**config.mk**
```make
export PLATFORM = sky130hd
export DESIGN_NAME = alu_mem_seq
export DESIGN_NICKNAME = d
export VERILOG_FILES = /design/src/rtl/alu_mem_pkg.sv /design/src/rtl/alu_div_iter.sv /design/src/rtl/alu_mem_seq.sv
export SDC_FILE = /design/constraint.sdc
export NUM_CORES = 1
export LEC_CHECK = 0
export ABC_AREA = 1
export ABC_CLOCK_PERIOD_IN_PS = 3700
export CAP_MARGIN = 0
export CORE_ASPECT_RATIO = 1.75
export CORE_MARGIN = 2
export CORE_UTILIZATION = 45
export CTS_CLUSTER_SIZE = 12
export DETAILED_ROUTE_END_ITERATION = 16
export GPL_TIMING_DRIVEN = 0
export REMOVE_ABC_BUFFERS = 1
export SETUP_SLACK_MARGIN = 0.15
export SLEW_MARGIN = 30
export SYNTH_ARGS = -nofsm -noshare
export SYNTH_HDL_FRONTEND = slang
export SYNTH_HIERARCHICAL = 1
export SYNTH_SLANG_ARGS = --single-unit
```
**constraint.sdc**
```tcl
create_clock -name clk -period 3.7 [get_ports clk]
set_clock_uncertainty 0.05 [all_clocks]
set_input_delay 0.37 -clock clk [delete_from_list [all_inputs] [get_ports clk]]
set_output_delay 0.37 -clock clk [all_outputs]
set_load 0.02 [all_outputs]
```
**src/rtl/alu_mem_pkg.sv**
```systemverilog
// alu_mem_pkg: shared op encodings, FSM states and memory word width
package alu_mem_pkg;

    localparam logic [1:0] OP_ADD = 2'b00;
    localparam logic [1:0] OP_SUB = 2'b01;
    localparam logic [1:0] OP_MUL = 2'b10;
    localparam logic [1:0] OP_DIV = 2'b11;

    typedef enum logic [1:0] {
        IDLE = 2'd0,
        DIV  = 2'd1,
        DONE = 2'd2
    } state_e;

    // stored word is {c, y}: one flag bit above the 2W-bit result
    function automatic int mem_w(input int w);
        return 2 * w + 1;
    endfunction

endpackage

```
**src/rtl/alu_div_iter.sv**
```systemverilog
// alu_div_iter: W-cycle restoring divider, one quotient bit per cycle
module alu_div_iter #(
    parameter int W = 4
) (
    input  logic         clk,
    input  logic         rst,
    input  logic         start,
    input  logic [W-1:0] a,
    input  logic [W-1:0] b,
    output logic         busy,
    output logic         done,
    output logic [W-1:0] quot,
    output logic [W-1:0] rem
);

    localparam int CW = (W > 1) ? $clog2(W) : 1;

    logic          busy_q, busy_d;
    logic [CW-1:0] cnt_q, cnt_d;
    logic [W-1:0]  quot_q, quot_d;
    logic [W-1:0]  rem_q, rem_d;
    logic [W-1:0]  div_q, div_d;
    logic [W:0]    trial, diff;
    logic          ge, last;

    // shift the next dividend bit into the remainder and subtract when it fits
    always_comb begin
        trial  = {rem_q, quot_q[W-1]};
        diff   = trial - {1'b0, div_q};
        ge     = trial >= {1'b0, div_q};
        last   = busy_q && cnt_q == CW'(W - 1);
        busy_d = start ? 1'b1 : last ? 1'b0 : busy_q;
        cnt_d  = start ? '0 : (busy_q && !last) ? cnt_q + CW'(1) : cnt_q;
        quot_d = start ? a : busy_q ? {quot_q[W-2:0], ge} : quot_q;
        rem_d  = start ? '0 : busy_q ? (ge ? diff[W-1:0] : trial[W-1:0]) : rem_q;
        div_d  = start ? b : div_q;
        busy   = busy_q;
        done   = last;
        quot   = quot_q;
        rem    = rem_q;
    end

    // divider state registers
    always_ff @(posedge clk) begin
        if (rst) begin
            busy_q <= 1'b0;
            cnt_q  <= '0;
            quot_q <= '0;
            rem_q  <= '0;
            div_q  <= '0;
        end else begin
            busy_q <= busy_d;
            cnt_q  <= cnt_d;
            quot_q <= quot_d;
            rem_q  <= rem_d;
            div_q  <= div_d;
        end
    end

endmodule

```
**src/rtl/alu_mem_seq.sv**
```systemverilog
// alu_mem_seq: handshaked add/sub/mul/div unit with a result memory
module alu_mem_seq
    import alu_mem_pkg::*;
#(
    parameter  int W     = 4,
    parameter  int DEPTH = 8,
    localparam int AW    = $clog2(DEPTH)
) (
    input  logic           clk,
    input  logic           rst,
    input  logic           in_valid,
    output logic           in_ready,
    input  logic [W-1:0]   a,
    input  logic [W-1:0]   b,
    input  logic [1:0]     op,
    input  logic [AW-1:0]  addr,
    input  logic           we,
    output logic           out_valid,
    output logic [2*W-1:0] y,
    output logic           c,
    input  logic [AW-1:0]  rd_addr,
    output logic [2*W:0]   rd_data
);

    localparam int MW = mem_w(W);

    state_e          state_q, state_d;
    logic [W-1:0]    a_q, a_d, b_q, b_d;
    logic [1:0]      op_q, op_d;
    logic [AW-1:0]   addr_q, addr_d;
    logic            we_q, we_d;
    logic [2*W-1:0]  y_q, y_d, res_y, ea, eb;
    logic            c_q, c_d, res_c;
    logic [MW-1:0]   rd_data_q, rd_data_d;
    logic [MW-1:0]   mem_q [DEPTH];
    logic [MW-1:0]   mem_d [DEPTH];
    logic            accept, fire, div_start, div_busy, div_done;
    logic [W-1:0]    quot, rem;

    alu_div_iter #(.W(W)) u_div (
        .clk   (clk),
        .rst   (rst),
        .start (div_start),
        .a     (a),
        .b     (b),
        .busy  (div_busy),
        .done  (div_done),
        .quot  (quot),
        .rem   (rem)
    );

    // handshake, state sequencing and operand capture on accept
    always_comb begin
        in_ready  = state_q == IDLE && !rst;
        accept    = in_valid && in_ready;
        div_start = accept && op == OP_DIV && b != '0;
        fire      = state_q == DONE && !rst;
        state_d   = state_q == IDLE ? (accept ? (div_start ? DIV : DONE) : IDLE)
                  : state_q == DIV  ? ((div_done || !div_busy) ? DONE : DIV)
                  : IDLE;
        a_d       = accept ? a : a_q;
        b_d       = accept ? b : b_q;
        op_d      = accept ? op : op_q;
        addr_d    = accept ? addr : addr_q;
        we_d      = accept ? we : we_q;
    end

    // result from latched operands; shown in DONE and held afterwards
    always_comb begin
        ea        = {{W{1'b0}}, a_q};
        eb        = {{W{1'b0}}, b_q};
        res_y     = op_q == OP_ADD ? ea + eb
                  : op_q == OP_SUB ? ea - eb
                  : op_q == OP_MUL ? ea * eb
                  : b_q == '0 ? '0 : {rem, quot};
        res_c     = op_q == OP_ADD ? res_y[W]
                  : op_q == OP_SUB ? a_q < b_q
                  : op_q == OP_DIV && b_q == '0;
        y_d       = fire ? res_y : y_q;
        c_d       = fire ? res_c : c_q;
        y         = y_d;
        c         = c_d;
        out_valid = fire;
        rd_data_d = mem_q[rd_addr];
        rd_data   = rd_data_q;
        for (int i = 0; i < DEPTH; i++)
            mem_d[i] = (fire && we_q && addr_q == AW'(i)) ? {res_c, res_y} : mem_q[i];
    end

    // state, result and memory registers; reset clears the whole array
    always_ff @(posedge clk) begin
        if (rst) begin
            state_q   <= IDLE;
            a_q       <= '0;
            b_q       <= '0;
            op_q      <= '0;
            addr_q    <= '0;
            we_q      <= 1'b0;
            y_q       <= '0;
            c_q       <= 1'b0;
            rd_data_q <= '0;
            mem_q     <= '{default: '0};
        end else begin
            state_q   <= state_d;
            a_q       <= a_d;
            b_q       <= b_d;
            op_q      <= op_d;
            addr_q    <= addr_d;
            we_q      <= we_d;
            y_q       <= y_d;
            c_q       <= c_d;
            rd_data_q <= rd_data_d;
            mem_q     <= mem_d;
        end
    end

endmodule
```
==> results.cfg, run 1 <==
[power_and_ir_drop]
p_sw_share_pct = 26.2
internal-power_mw = 2.59
leakagePower_nw = 3.74
switching_power_uw = 919
power_frac_comb_pct = 12.5
p_clk_share_pct = 48.8
seq_power_share_pct = 38.7
p_per_area_nw_per_um2 = 456
ir_worst_vdd_mv = 0.330

[logic_synthesis]
yosysSeqAreaShare_pct = 38.2
async_flop_share_pct = 0
yosys_most_used_dff = dfxtp_1
ys_warn_count = 6
ys_ff_latch = 121
synthDistinctLibCells = 34
synth_area_um2 = 6340
postSynthAreaPerCell_um2 = 7.09
netlist_instances = 895
synth-edff-count = 0

[placed_design]
globalplace.congestion = 0.948
io_buffers = 39
placed_cell_area_um2 = 6760
dp_hpwl_um = 12100

[layout]
fin_area_um2 = 7710
n_fill_cell = 1352
mostFrequentLayoutCell = inv_1
final_layout_size_suffix_gt1_share_pct = 13.6
area_delta_synth_final_pct = 21.6
layout_common_cells = 144 x inv_1, 143 x o21ai_0, 121 x nor2_1
multi_input_area_um2 = 3300
antenna_cells = 0
seq_area_um2 = 2440
nets = 985

[sta]
min_period_ps = 3580
holdWs_ps = 214
max_slew_margin_pct = 41.0
hold_viol = 0
tightest_slew_ps = 884
finalMaxSlewViolations = 0
fmax_mhz = 279
min_period_over_period_pct = 96.8
fin_tns_setup_ps = 0
rsz0062_at_grt = yes
final-setup-viol-count = 0

[worst_setup_path]
worstSetupPathType = reg -> out
cp_slowest_cell = fa_2
crit_arrival_ps = 3160
crit_required_ps = 3280
crit_path_cell_trace = nand2_4 -> fa_1 -> inv_2 -> fa_2 -> fa_2 -> inv_2 -> nor2_1 -> a31oi_2 -> nand3_4 -> nand2_2 -> nand2_2 -> buf_6
critPathMaxFanout = 3
crit_family = adder cells
max_stage_delay_ps = 590
start_kind = flop
cp.buffers_inverters = 3
cp-end-kind = output port

[floorplanning]
dieHeight_um = 161
dieWidth_um = 93.7
rows = 57
pin_count = 40
die_area_um2 = 15100
core_um2 = 13800
start_util_pct = 45.8

[cts]
root_buffer = clkbuf_16
cts_buffers = 17
postCtsHoldBufs = 0
clockBufferDepth = 2
path_clk_slew_ps = 60
cts.sinks = 121
cts_htree_levels = 4
cts_tree = done
clock_latency_ps = 410

[drt]
ant_nets = 0
avgRoutedWirePerCell_um = 15.3
avgViaCountPerCell = 5.29
drc = 0
routed_wl_um = 17200
drtPass1Iterations = 5
drt_iter0_markers = 227
num_vias = 5945

[global_routing]
grt_first_pass_wirelength_um = 27700
grt_max_degree = 54
antenna_found_initial = 0
grt_overflow = 0
grt_pass1_vias = 5879
grt.total_usage_pct = 23.4

[worst_hold_path]
hold_path.class = in -> reg

[flow_run]
maxCapViolCount = 0

[outcome]
outcome = finished, final reports clean
-- cell usage after synthesis (5+ instances only) --
cell type  count  area (µm²)
inv_1        148         556
o21ai_0      147         736
nor2_1       122         458
dfxtp_1      121        2420
a21oi_1       92         460
nand2_1       86         323
nand3_1       42         210
ha_1          25         313
clkbuf_1      20        75.1
a31oi_1        7        43.8
buf_2          7        35.0
fa_1           7         140
o22ai_1        7        43.8
or2_2          7        43.8
nor2_4         6        67.6
buf_1          5        18.8
buf_4          5        37.5
-- logic make-up (layout without fill, tap and decap cells) --
group | after synthesis | after routing | synth area share [%]
AOI/OAI and AO/OA | 264 | 264 | 21.6
xor gates and xnor gates | 2 | 2 | 0.276
adders and majority gates | 32 | 32 | 7.14
buffers and inverters | 192 | 243 | 12.3
DFF | 121 | 121 | 38.2
and+or+nand+nor | 284 | 284 | 20.6
-- routing by layer --
layer / track usage, % / wire length (µm)
met5: 0 / 0
met4: 12.1 / 647
met3: 3.82 / 531
met2: 45.0 / 9720
met1: 23.3 / 6300
-- registers in the layout, indices dropped and copies added (netlist names), 3 cells and up --
name and flops:
a_q 4, addr_q 3, b_q 4, mem_q 72
rd_data 9, u_div/div_q 4, u_div/quot 4, u_div/rem 4
y_q 8
-- layout make-up --
type,instances,area share [%]
repair buffers,60,7.22
well taps,177,2.87
flip-flops and latches,121,31.7
clock buffers,19,5.87
inverters,151,7.35
multi-input cells,582,42.8
clock inverters,13,2.16
-- repair_timing --
action                     CTS  global route
setup endpoints to repair   15             9
buffers inserted            15             5
pin swaps                   10            16
resized for setup           60            25
cloned                       0             0
-- final timing paths --
check                                     from  slack, ps  cells past startpoint             end
worst max-delay path                    a_q[0]        120                     12            y[3]
worst min-delay path                       rst        210                      2          y_q[3]
worst max register to register          a_q[0]        170                     21          y_q[7]
worst min register to register  u_div/div_q[3]        410                      2  u_div/div_q[3]
-- power by group through the flow --
stage	registers, mW	clock network [mW]	logic [mW]
after global routing	1.36	1.81	0.475
final	1.36	1.71	0.437
after CTS	1.36	1.74	0.425
after detailed placement	1.39	0	0.384
after floorplan	1.39	0	0.220
after global placement	1.39	0	0.376
-- per-stage QoR --
stage | instances | util [%] | worst slack [ps] | total power [mW]
floorplan | 854 | - | 561 | 1.61
global placement | 1070 | 48.7 | -982 | 1.76
detailed placement | 1071 | 48.9 | -580 | 1.77
CTS | 1118 | 55.0 | 102 | 3.52
global route | 1123 | 55.7 | -27.5 | 3.65
finish | 1123 | 55.7 | 120 | 3.51
Note: power is estimated with default switching activity, not from simulation.
==> run 2: changes to the inputs <==
--- a/config.mk
+++ b/config.mk
@@ -5,18 +5,17 @@
 export SDC_FILE = /design/constraint.sdc
 export NUM_CORES = 1
 export LEC_CHECK = 0
-export ABC_AREA = 1
 export ABC_CLOCK_PERIOD_IN_PS = 3700
 export CAP_MARGIN = 0
 export CORE_ASPECT_RATIO = 1.75
 export CORE_MARGIN = 2
 export CORE_UTILIZATION = 45
+export CTS_BUF_LIST = sky130_fd_sc_hd__clkbuf_8
 export CTS_CLUSTER_SIZE = 12
 export DETAILED_ROUTE_END_ITERATION = 16
 export GPL_TIMING_DRIVEN = 0
 export REMOVE_ABC_BUFFERS = 1
 export SETUP_SLACK_MARGIN = 0.15
-export SLEW_MARGIN = 30
 export SYNTH_ARGS = -nofsm -noshare
 export SYNTH_HDL_FRONTEND = slang
 export SYNTH_HIERARCHICAL = 1
==> results.cfg, run 2 <==
[outcome]
outcome = complete, but fails checks
violations = setup timing

[logic_synthesis]
yosys-top-cells-area = dfxtp_1 39%, mux4_2 6.6%, nand3b_1 5.4%, ha_1 5.1%, nand2_1 4.6%
synth_area_um2 = 6150
ys_ff_latch = 121
synth_xor_area_share_pct = 0.427
synth-edff-count = 0
netlist_instances = 661
post-synth-top-count-cell = dfxtp_1
postSynthAreaPerCell_um2 = 9.31
yosysSeqAreaShare_pct = 39.4
synth_top_area_share_pct = 39.4
yosys.area_share.adder_pct = 7.36
ys_top_cells_by_count = 121 x dfxtp_1, 76 x nand2_1, 59 x nor2_1, 56 x o21ai_0, 44 x nand3b_1
yosysTopAreaCell = dfxtp_1
synth_top_family_by_area = simple AND/OR/NAND/NOR gates
synth_compound_area_share_pct = 15.9
muxShareOfSynthArea_pct = 10.4
yosys_most_used_dff = dfxtp_1
async_flop_share_pct = 0
ys_warn_count = 6
synth-simple-area-share_pct = 22.4
synthDistinctLibCells = 67

[sta]
finalMaxSlewViolations = 0
min_period_ps = 3830
min_period_over_period_pct = 104
fin_tns_setup_ps = -251
fmax_mhz = 261
tightest_slew_ps = 1130
rsz0062_at_grt = yes
max_slew_margin_pct = 24.2
setup_ws_ps = -131
final-setup-viol-count = 4
hold_viol = 0

[floorplanning]
dieHeight_um = 159
dieWidth_um = 92.4
pin_count = 40
start_util_pct = 46.0
rows = 56
core_um2 = 13400
die_area_um2 = 14700

[layout]
largest_register_ffs = 72
n_fill_cell = 1213
seq_area_um2 = 2440
final_layout_size_suffix_gt1_share_pct = 16.9
antenna_cells = 0
regMostFlops = mem_q
layout_common_cells = 115 x dfxtp_1, 72 x nand2_1, 59 x nor2_1
area_delta_synth_final_pct = 17.4
multi_input_area_um2 = 3560
mostFrequentLayoutCell = dfxtp_1
nets = 750

[placed_design]
dp_hpwl_um = 11000
post-place-ws_ps = -709
io_buffers = 39
globalplace.congestion = 0.885

[drt]
num_vias = 4871
routed_wl_um = 15200
avgRoutedWirePerCell_um = 17.2
avgViaCountPerCell = 5.51
drtPass1Iterations = 4
drc = 0
drt_iter0_markers = 237
ant_nets = 0

[global_routing]
grt_pass1_vias = 4856
grt.total_usage_pct = 21.5
grt_overflow = 0
antenna_found_initial = 0
grt_first_pass_wirelength_um = 24200
grt_max_degree = 105

[worst_hold_path]
hold_path_depth = 2
min_to = u_div/quot[2]
hp-start = rst
hold_path.class = in -> reg

[worst_setup_path]
worstSetupPathType = reg -> out
critPathMaxFanout = 3
reg2regPathDepth = 11
crit_arrival_ps = 3410
crit_required_ps = 3280
r2r_setup_slack_ps = 520
worstReg2RegEnd = mem_q[50]
cp-end-kind = output port
r2r-start = a_q[0]
start_kind = flop

[power_and_ir_drop]
ir_worst_vdd_mv = 0.232
p_per_area_nw_per_um2 = 401
leakagePower_nw = 2.62

[cts]
root_buffer = clkbuf_8
cts_tree = done
cts.sinks = 121
cts_buffers = 17
postCtsHoldBufs = 0
clock_latency_ps = 430
clockBufferDepth = 2
cts_htree_levels = 4
path_clk_slew_ps = 80

[flow_run]
maxCapViolCount = 0
[run 2: cell count changes after synthesis, sizes merged, moves of 18 or more]
cell    change
a21oi      -57
inv       -131
mux2i      +19
mux4       +18
nand3      -28
nand3b     +41
nor2       -72
o21ai      -92
[run 2: final cells by class]
type                       instances  share of cell area (%)
clock inverter                    13                    1.99
multi-input combinational        480                    49.3
inverter                          20                    1.04
timing repair buffer              58                    7.45
clock buffer                      18                    3.43
sequential                       121                    33.8
tap                              174                    3.02
[run 2: cells by family after synthesis]
kind of cell | count (synthesis)
AOI/OAI and AO/OA | 149
buffers and inverters | 60
adders and majority gates | 32
and+or+nand+nor | 256
muxes | 40
DFF | 121
xor gates and xnor gates | 3
[run 2: how the worst max path moves through the flow]
stage | startpoint | to | slack [ps] | depth (start not counted)
floorplan | b_q[3] | y[5] | 100 | 10
global placement | rst | y[1] | -2730 | 5
CTS | a_q[0] | y[5] | -170 | 11
detailed placement | b_q[1] | y[5] | -710 | 11
finish | a_q[0] | y[5] | -130 | 11
global route | a_q[0] | y[5] | -230 | 11
[run 2: through the flow]
step                instances  util, %  hold slack, ps  area [µm²]  total power [mW]
detailed placement        835     49.4             394        6610              1.71
global placement          834     49.2             386        6580              1.70
global route              884     53.9             213        7220              3.01
finish                    884     53.9             224        7220              2.90
CTS                       881     53.8             211        7200              2.91
floorplan                 621        -             373        5970              1.57
[run 2: critical path: stages, from the launching register on]
cell	delay [ps]
dfxtp_2	340
nand2_2	60
fa_1	530
inv_1	60
fa_1	490
ha_1	300
a211o_1	340
a21oi_1	250
a221oi_4	100
o21bai_4	220
o21ai_2	150
buf_6	140
[run 2: what timing repair did]
action                                  CTS  global route
endpoints found under the setup margin   13             7
pin swaps                                14             8
resized for setup                        62             0
setup buffers                            15             3
[run 2: where the power goes]
group          leakage [nW]  internal (mW)  switching, mW
Sequential            0.981           1.32         0.0324
Clock                 0.188          0.617          0.562
Combinational          1.45          0.151          0.212
[run 2: per-layer routing]
layer | wire length (µm) | track usage (%) | up-vias
met5 | 0 | 0 | -
met4 | 660 | 10.7 | 0
met3 | 428 | 4.07 | 38
met2 | 8480 | 42.3 | 98
met1 | 5600 | 20.8 | 2297
li1 | - | - | 2438
